==> src/rtl/ca_ps_pkg.sv <==
// Shared types for the CA power-supply sequencer: state and fault encodings,
// the per-state drive pattern and a small sizing helper.
package ca_ps_pkg;

   typedef enum logic [2:0] {
      S_OFF    = 3'd0,
      S_PRECHG = 3'd1,
      S_RAMP   = 3'd2,
      S_ON     = 3'd3,
      S_DISCH  = 3'd4,
      S_FAULT  = 3'd5
   } state_t;

   typedef enum logic [2:0] {
      F_NONE    = 3'd0,
      F_OC      = 3'd1,
      F_UV      = 3'd2,
      F_PERM    = 3'd3,
      F_RAMP_TO = 3'd4
   } fault_t;

   typedef struct packed {
      logic contactor;
      logic ramp_en;
      logic ca_ps_act;
      logic fault;
   } drive_t;

   // Output pattern driven while the sequencer sits in a given state.
   function automatic drive_t state_drive(input state_t s);
      drive_t d;
      case (s)
         S_OFF:    d = 4'b0000;
         S_PRECHG: d = 4'b1000;
         S_RAMP:   d = 4'b1100;
         S_ON:     d = 4'b1110;
         S_DISCH:  d = 4'b1000;
         S_FAULT:  d = 4'b0001;
         default:  d = 4'b0000;
      endcase
      return d;
   endfunction

   // Largest of three cycle counts; sizes the shared phase timer.
   function automatic int max3(input int a, input int b, input int c);
      int m;
      m = a;
      if (b > m) m = b;
      if (c > m) m = c;
      return m;
   endfunction

endpackage

==> src/rtl/ca_ps_sequencer_input_filter.sv <==
// Synchronizer chain followed by a consecutive-sample debounce filter for one
// asynchronous, level-type card signal. The filtered output only flips after
// DEBOUNCE consecutive synced samples disagree with it.
module input_filter #(
   parameter int   SYNC_STAGES = 2,
   parameter int   DEBOUNCE    = 4,
   parameter logic RESET_VAL   = 1'b1
) (
   input  logic clk,
   input  logic reset,
   input  logic raw,
   output logic filt
);

   localparam int DB_W = $clog2(DEBOUNCE + 1);
   localparam logic [DB_W-1:0] DB_LAST = DB_W'(DEBOUNCE - 1);

   logic [SYNC_STAGES-1:0] sync;
   logic [DB_W-1:0]        cnt;
   logic                   synced;

   assign synced = sync[SYNC_STAGES-1];

   // Metastability chain: stage 0 samples the raw pin, later stages shift it along.
   always_ff @(posedge clk) begin
      if (reset) begin
         sync <= {SYNC_STAGES{RESET_VAL}};
      end else begin
         sync[0] <= raw;
         for (int i = 1; i < SYNC_STAGES; i++) begin
            sync[i] <= sync[i-1];
         end
      end
   end

   // Count consecutive disagreeing samples; adopt the new level on the last one.
   always_ff @(posedge clk) begin
      if (reset) begin
         filt <= RESET_VAL;
         cnt  <= {DB_W{1'b0}};
      end else if (synced == filt) begin
         cnt  <= {DB_W{1'b0}};
      end else if (cnt == DB_LAST) begin
         filt <= synced;
         cnt  <= {DB_W{1'b0}};
      end else begin
         cnt  <= cnt + DB_W'(1);
      end
   end

endmodule

==> src/rtl/ca_ps_sequencer.sv <==
// Supply-side responder to the RPSC card CA permission interface. Sequences the
// contactor through precharge, ramp, steady-on and discharge, reports CA_PS_ACT
// back to the card and latches the first fault cause until it is cleared.
module ca_ps_sequencer #(
   parameter int SYNC_STAGES   = 2,
   parameter int DEBOUNCE      = 4,
   parameter int PRECHARGE_CYC = 8,
   parameter int RAMP_TIMEOUT  = 16,
   parameter int DISCHARGE_CYC = 8
) (
   input  logic       clk,
   input  logic       reset,
   input  logic       i_ca_on_perm_n,
   input  logic       i_ca_high_n,
   input  logic       i_u_ca_low_n,
   input  logic       i_ps_ready,
   input  logic       cmd_on,
   input  logic       cmd_off,
   input  logic       fault_clr,
   output logic       o_ca_ps_act,
   output logic       o_contactor,
   output logic       o_ramp_en,
   output logic       o_fault,
   output logic [2:0] o_fault_code,
   output logic [2:0] o_state
);

   import ca_ps_pkg::*;

   localparam int CNT_W = $clog2(max3(PRECHARGE_CYC, RAMP_TIMEOUT, DISCHARGE_CYC)) + 1;
   localparam logic [CNT_W-1:0] LD_PRE  = CNT_W'(PRECHARGE_CYC - 1);
   localparam logic [CNT_W-1:0] LD_RAMP = CNT_W'(RAMP_TIMEOUT - 1);
   localparam logic [CNT_W-1:0] LD_DIS  = CNT_W'(DISCHARGE_CYC - 1);

   logic perm_n;
   logic high_n;
   logic u_low_n;
   logic [SYNC_STAGES-1:0] ready_sync;

   logic perm;
   logic oc;
   logic uv;
   logic ps_ready;
   logic cnt_zero;

   state_t           state;
   state_t           nxt_state;
   fault_t           fault_code;
   fault_t           nxt_code;
   logic [CNT_W-1:0] cnt;
   logic [CNT_W-1:0] nxt_cnt;
   drive_t           drive;

   input_filter #(
      .SYNC_STAGES(SYNC_STAGES), .DEBOUNCE(DEBOUNCE), .RESET_VAL(1'b1)
   ) u_perm_filter (
      .clk(clk), .reset(reset), .raw(i_ca_on_perm_n), .filt(perm_n)
   );

   input_filter #(
      .SYNC_STAGES(SYNC_STAGES), .DEBOUNCE(DEBOUNCE), .RESET_VAL(1'b1)
   ) u_high_filter (
      .clk(clk), .reset(reset), .raw(i_ca_high_n), .filt(high_n)
   );

   input_filter #(
      .SYNC_STAGES(SYNC_STAGES), .DEBOUNCE(DEBOUNCE), .RESET_VAL(1'b1)
   ) u_ulow_filter (
      .clk(clk), .reset(reset), .raw(i_u_ca_low_n), .filt(u_low_n)
   );

   // ps_ready comes from the supply's own regulator, so it is synchronized but not debounced.
   always_ff @(posedge clk) begin
      if (reset) begin
         ready_sync <= {SYNC_STAGES{1'b0}};
      end else begin
         ready_sync[0] <= i_ps_ready;
         for (int i = 1; i < SYNC_STAGES; i++) begin
            ready_sync[i] <= ready_sync[i-1];
         end
      end
   end

   assign perm     = ~perm_n;
   assign oc       = ~high_n;
   assign uv       = ~u_low_n;
   assign ps_ready = ready_sync[SYNC_STAGES-1];
   assign cnt_zero = (cnt == {CNT_W{1'b0}});

   // Next-state and fault-cause selection; fault checks take precedence over cmd_off.
   always_comb begin
      nxt_state = state;
      nxt_code  = fault_code;
      case (state)
         S_OFF: begin
            if (cmd_on && !cmd_off && perm) nxt_state = S_PRECHG;
            else                            nxt_state = S_OFF;
         end
         S_PRECHG: begin
            if (oc) begin
               nxt_state = S_FAULT;
               nxt_code  = F_OC;
            end else if (!perm) begin
               nxt_state = S_FAULT;
               nxt_code  = F_PERM;
            end else if (cmd_off) begin
               nxt_state = S_DISCH;
            end else if (cnt_zero) begin
               nxt_state = S_RAMP;
            end else begin
               nxt_state = S_PRECHG;
            end
         end
         S_RAMP: begin
            if (oc) begin
               nxt_state = S_FAULT;
               nxt_code  = F_OC;
            end else if (!perm) begin
               nxt_state = S_FAULT;
               nxt_code  = F_PERM;
            end else if (cmd_off) begin
               nxt_state = S_DISCH;
            end else if (ps_ready) begin
               // ready arriving in the expiry cycle still counts as success
               nxt_state = S_ON;
            end else if (cnt_zero) begin
               nxt_state = S_FAULT;
               nxt_code  = F_RAMP_TO;
            end else begin
               nxt_state = S_RAMP;
            end
         end
         S_ON: begin
            if (oc) begin
               nxt_state = S_FAULT;
               nxt_code  = F_OC;
            end else if (uv) begin
               nxt_state = S_FAULT;
               nxt_code  = F_UV;
            end else if (!perm) begin
               nxt_state = S_FAULT;
               nxt_code  = F_PERM;
            end else if (cmd_off) begin
               nxt_state = S_DISCH;
            end else begin
               nxt_state = S_ON;
            end
         end
         S_DISCH: begin
            // discharge always runs to completion, whatever the card reports
            if (cnt_zero) nxt_state = S_OFF;
            else          nxt_state = S_DISCH;
         end
         S_FAULT: begin
            if (fault_clr && !cmd_on) begin
               nxt_state = S_OFF;
               nxt_code  = F_NONE;
            end else begin
               nxt_state = S_FAULT;
            end
         end
         default: begin
            nxt_state = S_OFF;
            nxt_code  = F_NONE;
         end
      endcase
   end

   // Shared phase timer: reloaded with N-1 on every state entry, then counts down to 0.
   always_comb begin
      nxt_cnt = cnt;
      if (nxt_state != state) begin
         case (nxt_state)
            S_PRECHG: nxt_cnt = LD_PRE;
            S_RAMP:   nxt_cnt = LD_RAMP;
            S_DISCH:  nxt_cnt = LD_DIS;
            default:  nxt_cnt = {CNT_W{1'b0}};
         endcase
      end else if (!cnt_zero) begin
         nxt_cnt = cnt - CNT_W'(1);
      end else begin
         nxt_cnt = cnt;
      end
   end

   // State, timer, latched fault cause and the drive pattern of the new state.
   always_ff @(posedge clk) begin
      if (reset) begin
         state      <= S_OFF;
         fault_code <= F_NONE;
         cnt        <= {CNT_W{1'b0}};
         drive      <= 4'b0000;
      end else begin
         state      <= nxt_state;
         fault_code <= nxt_code;
         cnt        <= nxt_cnt;
         drive      <= state_drive(nxt_state);
      end
   end

   assign o_contactor  = drive.contactor;
   assign o_ramp_en    = drive.ramp_en;
   assign o_ca_ps_act  = drive.ca_ps_act;
   assign o_fault      = drive.fault;
   assign o_fault_code = fault_code;
   assign o_state      = state;

endmodule

==> config.mk <==
export PLATFORM = sky130hd
export DESIGN_NAME = ca_ps_sequencer
export DESIGN_NICKNAME = d
export VERILOG_FILES = /design/src/rtl/ca_ps_pkg.sv /design/src/rtl/ca_ps_sequencer_input_filter.sv /design/src/rtl/ca_ps_sequencer.sv
export SDC_FILE = /design/constraint.sdc
export NUM_CORES = 1
export LEC_CHECK = 0
export ABC_AREA = 1
export CELL_PAD_IN_SITES_DETAIL_PLACEMENT = 0
export CELL_PAD_IN_SITES_GLOBAL_PLACEMENT = 2
export CORE_MARGIN = 2
export CORE_UTILIZATION = 33
export CTS_BUF_LIST = sky130_fd_sc_hd__clkbuf_8
export CTS_CLUSTER_DIAMETER = 200
export DETAILED_ROUTE_END_ITERATION = 10
export PLACE_DENSITY_LB_ADDON = 0.12
export SYNTH_ARGS = -nofsm -noshare
export SYNTH_HDL_FRONTEND = slang
export SYNTH_HIERARCHICAL = 1
export SYNTH_SLANG_ARGS = --single-unit
==> constraint.sdc <==
create_clock -name clk -period 2.44 [get_ports clk]
set_input_delay 0.488 -clock clk [delete_from_list [all_inputs] [get_ports clk]]
set_output_delay 0.488 -clock clk [all_outputs]
set_load 0.03 [all_outputs]
* Word-level counts from Yosys, hierarchy flattened
Index checks and enable logic that the tools add are counted.
** Word-level totals
- Output and inout bits :: 10
- Flip-flop bits (word level) :: 35
** Cells by class
- Eq/ne operators :: 22
- Bitwise operators :: 5
- Mux-type cells :: 32
- Reduce and logical (&&, ||, !) cells :: 16
- Add/subtract/negate cells :: 4
** Operators by type and width (number)
- $mux 3 :: 24
- $eq 3x2->1 const B :: 7
- $pmux 3 s6 :: 1
- $pmux 4 s4 :: 1
- $pmux 3 s5 :: 1
- $eq 3x3->1 const B :: 4
- $ne 4x4->1 const B :: 3
- $mux 5 :: 2
- $add 3x1->3 const B :: 3
- $reduce_or 3->1 :: 3
- $pmux 4 s2 :: 1
- $eq 3x1->1 const B :: 2
- $reduce_and 2->1 :: 3
- $logic_not 5->1 :: 1
- $not 1->1 :: 5
- $reduce_and 5->1 :: 1
- $sub 5x1->5 const B :: 1
- $reduce_or 2->1 :: 2
- $eq 1x1->1 :: 3
- $logic_and 1x1->1 :: 3
- $logic_not 3->1 :: 1
- $ne 3x3->1 :: 1
- $logic_not 1->1 :: 2
- $mux 2 :: 1
- 3 further kinds :: 3

* Depth between registers and ports, before layout
Gate-level depths: netlist of run 1.
- Word-level depth :: 11
- Gate-level depth with buffers :: 16

* Hierarchy
The synthesis of run 1 kept the hierarchy.
** Modules (own cells, without submodules)
- ca_ps_sequencer :: cells an instance 162, area an instance 1062.3 µm², times used 1
- input_filter :: cells an instance 23, area an instance 217.7 µm², times used 3

* Worst setup path before layout of run 1
Ideal clock, no wire load.
- Kind :: register -> register
- Start point :: reg state[1] (netlist: o_state[1])
- End point :: reg, netlist name cnt[1]
- Data arrival time :: 1.677 ns
- Path slack :: 0.650 ns
- Required time :: 2.327 ns
- Path buffers :: 0
- Cell stages (with the launch flop) :: 15
- Period minus slack after synthesis :: 1.790 ns
- Path through :: dfxtp_1 > inv_1 > nand2_1 > nor2_1 > nand2_1 > nand2_1 > nor2_2 > nand2_2 > nand2_1 > nand2_2 > nor2_8 > nand2_4 > nand2_2 > nand2_1 > nor2b_4
** RTL lines
- start: declaration :: line ca_ps_sequencer.sv:46 : state_t state;
- start signal: assignment :: line ca_ps_sequencer.sv:194 : state <= nxt_state;

==> results of run 1 <==
[state kept, by name, indices dropped and copies added, names as in the netlist]
signal and flops:
cnt 5, u_perm_filter/cnt 3, u_ulow_filter/filt 1, o_fault_code 3, u_high_filter/sync 2, u_high_filter/cnt 3
u_perm_filter/filt 1, o_ca_ps_act 1, o_state 3, o_ramp_en 1, u_high_filter/filt 1, u_ulow_filter/cnt 3
u_perm_filter/sync 2, u_ulow_filter/sync 2, ready_sync 2, o_fault 1, o_contactor 1
[per-stage QoR]
step / setup slack, ns / power [mW]
after global placement: 0.0975 / 1.00
after floorplan: 0.650 / 0.900
after detailed placement: 0.0513 / 0.985
after CTS: 0.362 / 1.63
final: 0.375 / 1.60
after global routing: 0.188 / 1.70
[cell families after synthesis]
logic type      synth area share
flops                      0.408
buf+inv                   0.0919
fa+ha+maj                 0.0584
compound gates            0.0715
simple gates               0.349
xor+xnor                  0.0204
[routing by layer]
layer / GRT usage / up-vias / share of wire
met3: 0.0367 / 5 / 0.041
met5: 0 / - / 0
met2: 0.203 / 24 / 0.42
li1: - / 755 / -
met4: 0.0545 / 0 / 0.014
met1: 0.193 / 622 / 0.53
[cell usage in the layout, fill, tap and decap left out, types with 2 or more instances in the layout]
master	synthesis	layout
xor2_1	4	4
dfxtp_1	35	35
nor3_1	2	2
ha_1	8	8
o21ai_1	2	2
nand4_1	2	2
a21oi_1	10	10
inv_1	39	39
clkbuf_8	0	5
inv_2	2	2
nand3_1	8	8
nand2_2	5	5
bufinv_16	0	2
nor2_1	30	30
nand3_2	5	5
nand2_1	48	48
or2_2	6	6
clkdlybuf4s50_1	0	18
nor2_2	8	8
o21ai_0	7	7
[worst max-delay path, delay by kind of cell]
family / cells / cell delay (ns)
and+or+nand+nor: 13 / 1.26
buffers and inverters: 1 / 0.51
[power groups by stage]
stage / Combinational [mW] / Sequential [mW] / Clock (mW)
finish: 0.336 / 0.636 / 0.625
CTS: 0.340 / 0.636 / 0.651
global route: 0.382 / 0.640 / 0.676
detailed placement: 0.336 / 0.649 / 0
global placement: 0.352 / 0.649 / 0
floorplan: 0.258 / 0.643 / 0
[worst max-delay path by stage]
stage | endpoint | cells after the start
global placement | cnt[3]$_SDFFE_PP0P_ | 13
finish | cnt[1]$_SDFFE_PP0P_ | 14
global route | cnt[2]$_SDFFE_PP0P_ | 13
detailed placement | cnt[1]$_SDFFE_PP0P_ | 14
CTS | cnt[1]$_SDFFE_PP0P_ | 14
floorplan | cnt[1]$_SDFFE_PP0P_ | 14
[final cells by class]
| type | count | area (um2) |
|---|---|---|
| multi-input cells | 154 | 857 |
| flip-flops and latches | 35 | 701 |
| fillers | 574 | 2940 |
| clock buffers | 5 | 68.8 |
| clock inverters | 3 | 67.6 |
| repair buffers | 19 | 200 |
| inverters | 41 | 154 |
| well taps | 70 | 87.6 |
==> impl_metrics.toml, run 1 <==
[synth]
yosysMostFrequentCell = "nand2_1"
synthFlopType = "dfxtp_1"
synth.area.top_cells = "dfxtp_1, nand2_1, inv_1, nor2_1, ha_1"
synth_nets = 248
syn-cell-area_um2 = 1720
synth_cells = 231
synth-async-reset-ratio = 0
synth_top_area_frac = 0.408
ys_ff_latch = 35
syn_area_per_cell_um2 = 7.43
ys_types = 27
ys.warnings.count = 6
synth_seq_area_share = 0.408
yosys-top-cells-count = "nand2_1, inv_1, dfxtp_1"
synth_edf_count = 0
synth_top_area_cell = "dfxtp_1"

[clock_network]
clockRootBuffer = "clkbuf_8"
clk_path_buf_depth = 2
clock_latency_ns = 0.28
cts_hold_buf = 0
cts.clk_slew.worst_paths_ns = 0.07
cts-htree-levels = 2
post_cts_resized = 0
cts_buffers = 5
cts_tree = "built"
postCtsSetupRepairBufs = 0
clkSinkCount = 35

[drt]
routedWlPerCell_um = 11.1
vias_per_cell = 4.30
first_pass_iters = 4
routed_wl_mm = 3.65
first_iter_violations = 65
drc_errors = 0
ant_nets = 0
vias = 1406

[min_path]
worst_hold_path_type = "flop to flop"
min_from = "ready_sync[0]$_SDFF_PP0_"
min_path_cells = 2
hold_path_end = "ready_sync[1]$_SDFF_PP0_"

[floorplan]
start_util = 0.338
core_um2 = 5070
die_w_um = 76.1
fp-row-count = 26
dieArea_um2 = 5790
die_h_um = 76.1
io_pins = 19

[critical_path]
critical_path_class = "primary input to flop"
critPathMaxStageDelay_ns = 0.51
cp.arrival_ns = 2.25
reg2reg_to = "cnt[1]$_SDFFE_PP0P_"
path_max_fanout = 5
rrSetupSlack_ns = 0.48
startpoint = "cmd_off"
slowest_stage = "clkdlybuf4s50_1"
cp.required_ns = 2.62
crit_path_cell_trace = "clkdlybuf4s50_1 -> nor2_2 -> nand2_1 -> nand2_1 -> nand2_1 -> nor2_2 -> nand2_2 -> nand2_1 -> nand2_2 -> nor2_8 -> nand2_4 -> nand2_2 -> nand2_1 -> nor2b_4"
worstRegToRegCells = 16
critPathLaunchType = "primary input"
critPathCaptureType = "flop"
reg2reg_from = "cnt[1]$_SDFFE_PP0P_"
crit_top_cell = "nand2_1"

[cells_and_area]
fin_cells = 327
fin_nets = 273
drive_gt1_frac = 0.163
area_growth_pct = 24.5
fin_area_um2 = 2140
antenna_cells = 0
finish.utilization = 0.421

[global_routing]
grt_pass1_wl_mm = 6.39
grt-ovfl-total = 0
grtUsageTotal = 0.138
grt_pass1_vias = 1376
antenna_found_initial = 0
grt_max_degree = 14

[sta]
setup_viol = 0
min_period_over_period = 0.846
holdWs_ns = 0.407
relSlewSlack = 0.704
tightest_slew_ns = 0.442
fin_crit_ns = 2.07
hold_viol = 0
finClkSkew_ns = 0.00268
finalMaxSlewViolations = 0
rsz0062_at_grt = "no"
setup_tns_ns = 0
max_freq_ghz = 0.484

[pwr]
internal_power_mw = 1.16
clock_power_share = 0.391
power_density_nw_per_um2 = 748
comb_power_share = 0.210
peakVddDrop_v = 0.000353
power_leakage_nw = 1.07
swShare = 0.271
pwr-share-seq = 0.398
p_sw_mw = 0.433

[flow_run]
cap_violations = 0

[place]
dpl.hpwl_mm = 2.80
place_inst = 319
gp_congestion = 0.813
dpl-instance-area_um2 = 2000
portBuffers = 18

[run_status]
run_status = "complete, no violations"
No activity file was read; power rests on OpenSTA's default activity.
==> inputs of run 2 (changes only) <==
Settings changed: CORE_UTILIZATION 33 to 30.
Clock period 2.44 ns to 1.7 ns, I/O delays scaled along.
==> run 2 against run 1 <==
The flow now finishes with violations (setup timing). Register-to-register slack got worse by 0.52 ns. Wire length increased by 11%. Worst setup slack lost 0.41 ns. Flip-flop and latch count is the same. Total power up 40%. Via count grew 8.9%. Worst hold slack barely moved. Cell area up 14%. Largest cell class unchanged.
==> impl_metrics.toml, run 2 (synthesis results as in run 1) <==
[critical_path]
critPathMaxStageDelay_ns = 0.33
critical_path_buf_inv_count = 2
crit_path_cell_trace = "inv_2 -> ha_4 -> inv_2 -> nor2_4 -> nand2_4 -> nand2_2 -> nand2_2 -> nor2_4 -> nand2_2 -> nand2_2 -> nand2_4 -> nor2_8 -> nand2_4 -> nand2_4 -> nand2_1 -> nor2b_4"
reg2reg_from = "cnt[0]$_SDFFE_PP0P_"
path_max_fanout = 5
rrSetupSlack_ns = -0.04
startpoint = "cnt[0]$_SDFFE_PP0P_"
critical_path_class = "flop to flop"
cp.arrival_ns = 1.93
slowest_stage = "dfxtp_2"
cp.required_ns = 1.89
crit_family = "simple AND/OR/NAND/NOR gates"
critPathLaunchType = "flop"
reg2reg_to = "cnt[1]$_SDFFE_PP0P_"
worstRegToRegCells = 16
critPathCaptureType = "flop"

[cells_and_area]
largest_register = "cnt"
fin_cells = 357
area_growth_pct = 42.5
largest_register_ffs = 5
drive_gt1_frac = 0.351
fin_nets = 301
finish.utilization = 0.444
final_cell_mix = "nand2_1, inv_1, dfxtp_1"
final_common_cell = "nand2_1"
antenna_cells = 0
fin_area_um2 = 2440

[min_path]
hold_path_end = "ready_sync[1]$_SDFF_PP0_"
worst_hold_path_type = "flop to flop"
min_from = "ready_sync[0]$_SDFF_PP0_"
min_path_cells = 2

[sta]
finalMaxSlewViolations = 0
relSlewSlack = 0.789
setup_viol = 3
min_period_over_period = 1.02
tightest_slew_ns = 0.316
hold_viol = 0
finClkSkew_ns = 0.00701
rsz0062_at_grt = "yes"
max_freq_ghz = 0.575
holdWs_ns = 0.407
fin_crit_ns = 1.74
layout_setup_ws_ns = -0.0388

[pwr]
power_leakage_nw = 1.28
peakVddDrop_v = 0.000402
power_density_nw_per_um2 = 917

[clock_network]
cts_tree = "built"
cts_buffers = 5
cts_hold_buf = 0
clock_latency_ns = 0.29
cts.clk_slew.worst_paths_ns = 0.07
clk_path_buf_depth = 2
clockRootBuffer = "clkbuf_8"
clkSinkCount = 35
cts-htree-levels = 2

[drt]
vias = 1531
first_iter_violations = 80
routedWlPerCell_um = 11.3
routed_wl_mm = 4.05
ant_nets = 0
first_pass_iters = 4
drc_errors = 0
vias_per_cell = 4.29

[run_status]
violations = "setup timing"
run_status = "finished with violations"

[global_routing]
grtUsageTotal = 0.136
antenna_found_initial = 0
grt_pass1_vias = 1461
grt_max_degree = 12
grt_pass1_wl_mm = 6.58
grt-ovfl-total = 0

[place]
dpl-instance-area_um2 = 2180
place_inst = 346
portBuffers = 18
place_ws_ns = -0.429
dpl.hpwl_mm = 3.06
gp_congestion = 0.806

[floorplan]
dieArea_um2 = 6340
fp-row-count = 27
die_h_um = 79.6
die_w_um = 79.6
start_util = 0.312
io_pins = 19
core_um2 = 5510

[flow_run]
cap_violations = 0
-- run 2: changes by cell type in the layout (fill, tap and decap cells not counted), sizes merged --
cell,change
dlygate4sd2,+4
bufinv,-2
clkinv,+1
clkdlybuf4s50,-5
dlymetal6s2s,+1
inv,+1
buf,+28
-- run 2: worst reg2reg max path, delay by kind of cell (launching register included) --
kind          cells  cell delay (ns)
simple gates     13             1.08
flops             1             0.33
fa+ha+maj         1             0.13
buf+inv           2             0.11
-- run 2: timing repair --
item                                    in CTS  in global routing
endpoints found under the hold margin        0                  0
pin swaps                                    3                  8
endpoints found under the setup margin       9                 10
gates resized for setup                     17                 31
buffers inserted                             2                  1
-- run 2: cell type report --
cell class / count / area, um2
Tap cell: 72 / 90.1
Fill cell: 589 / 3060
Clock buffer: 5 / 68.8
Clock inverter: 3 / 16.3
Multi-Input combinational cell: 154 / 1000
Timing Repair Buffer: 47 / 403
Sequential cell: 35 / 708
Inverter: 41 / 154
-- run 2: worst max path at each step --
stage / end / cells after the start
4_1_cts: cnt[1]$_SDFFE_PP0P_ / 16
2_1_floorplan: cnt[1]$_SDFFE_PP0P_ / 16
3_3_place_gp: cnt[1]$_SDFFE_PP0P_ / 14
5_1_grt: cnt[1]$_SDFFE_PP0P_ / 15
3_5_place_dp: cnt[1]$_SDFFE_PP0P_ / 14
6_report: cnt[1]$_SDFFE_PP0P_ / 16
-- run 2: per-layer routing --
metal,up-vias,global-route usage,wire [um]
li1,819,-,-
met1,695,0.187,1970
met2,15,0.211,1950
met3,2,0.0294,101
met4,0,0.0414,29
met5,-,0,0
-- run 2: stage by stage --
step | TNS, ns | power (mW)
2_1_floorplan | 0 | 1.30
6_report | -0.0635 | 2.24
3_3_place_gp | -3.29 | 1.53
4_1_cts | -0.0894 | 2.19
5_1_grt | -0.705 | 2.40
3_5_place_dp | -3.25 | 1.51
-- run 2: power breakdown --
| part | switching, mW | internal, mW |
|---|---|---|
| registers | 0.0356 | 0.879 |
| clock network | 0.305 | 0.280 |
| logic | 0.379 | 0.363 |
| total | 0.720 | 1.52 |
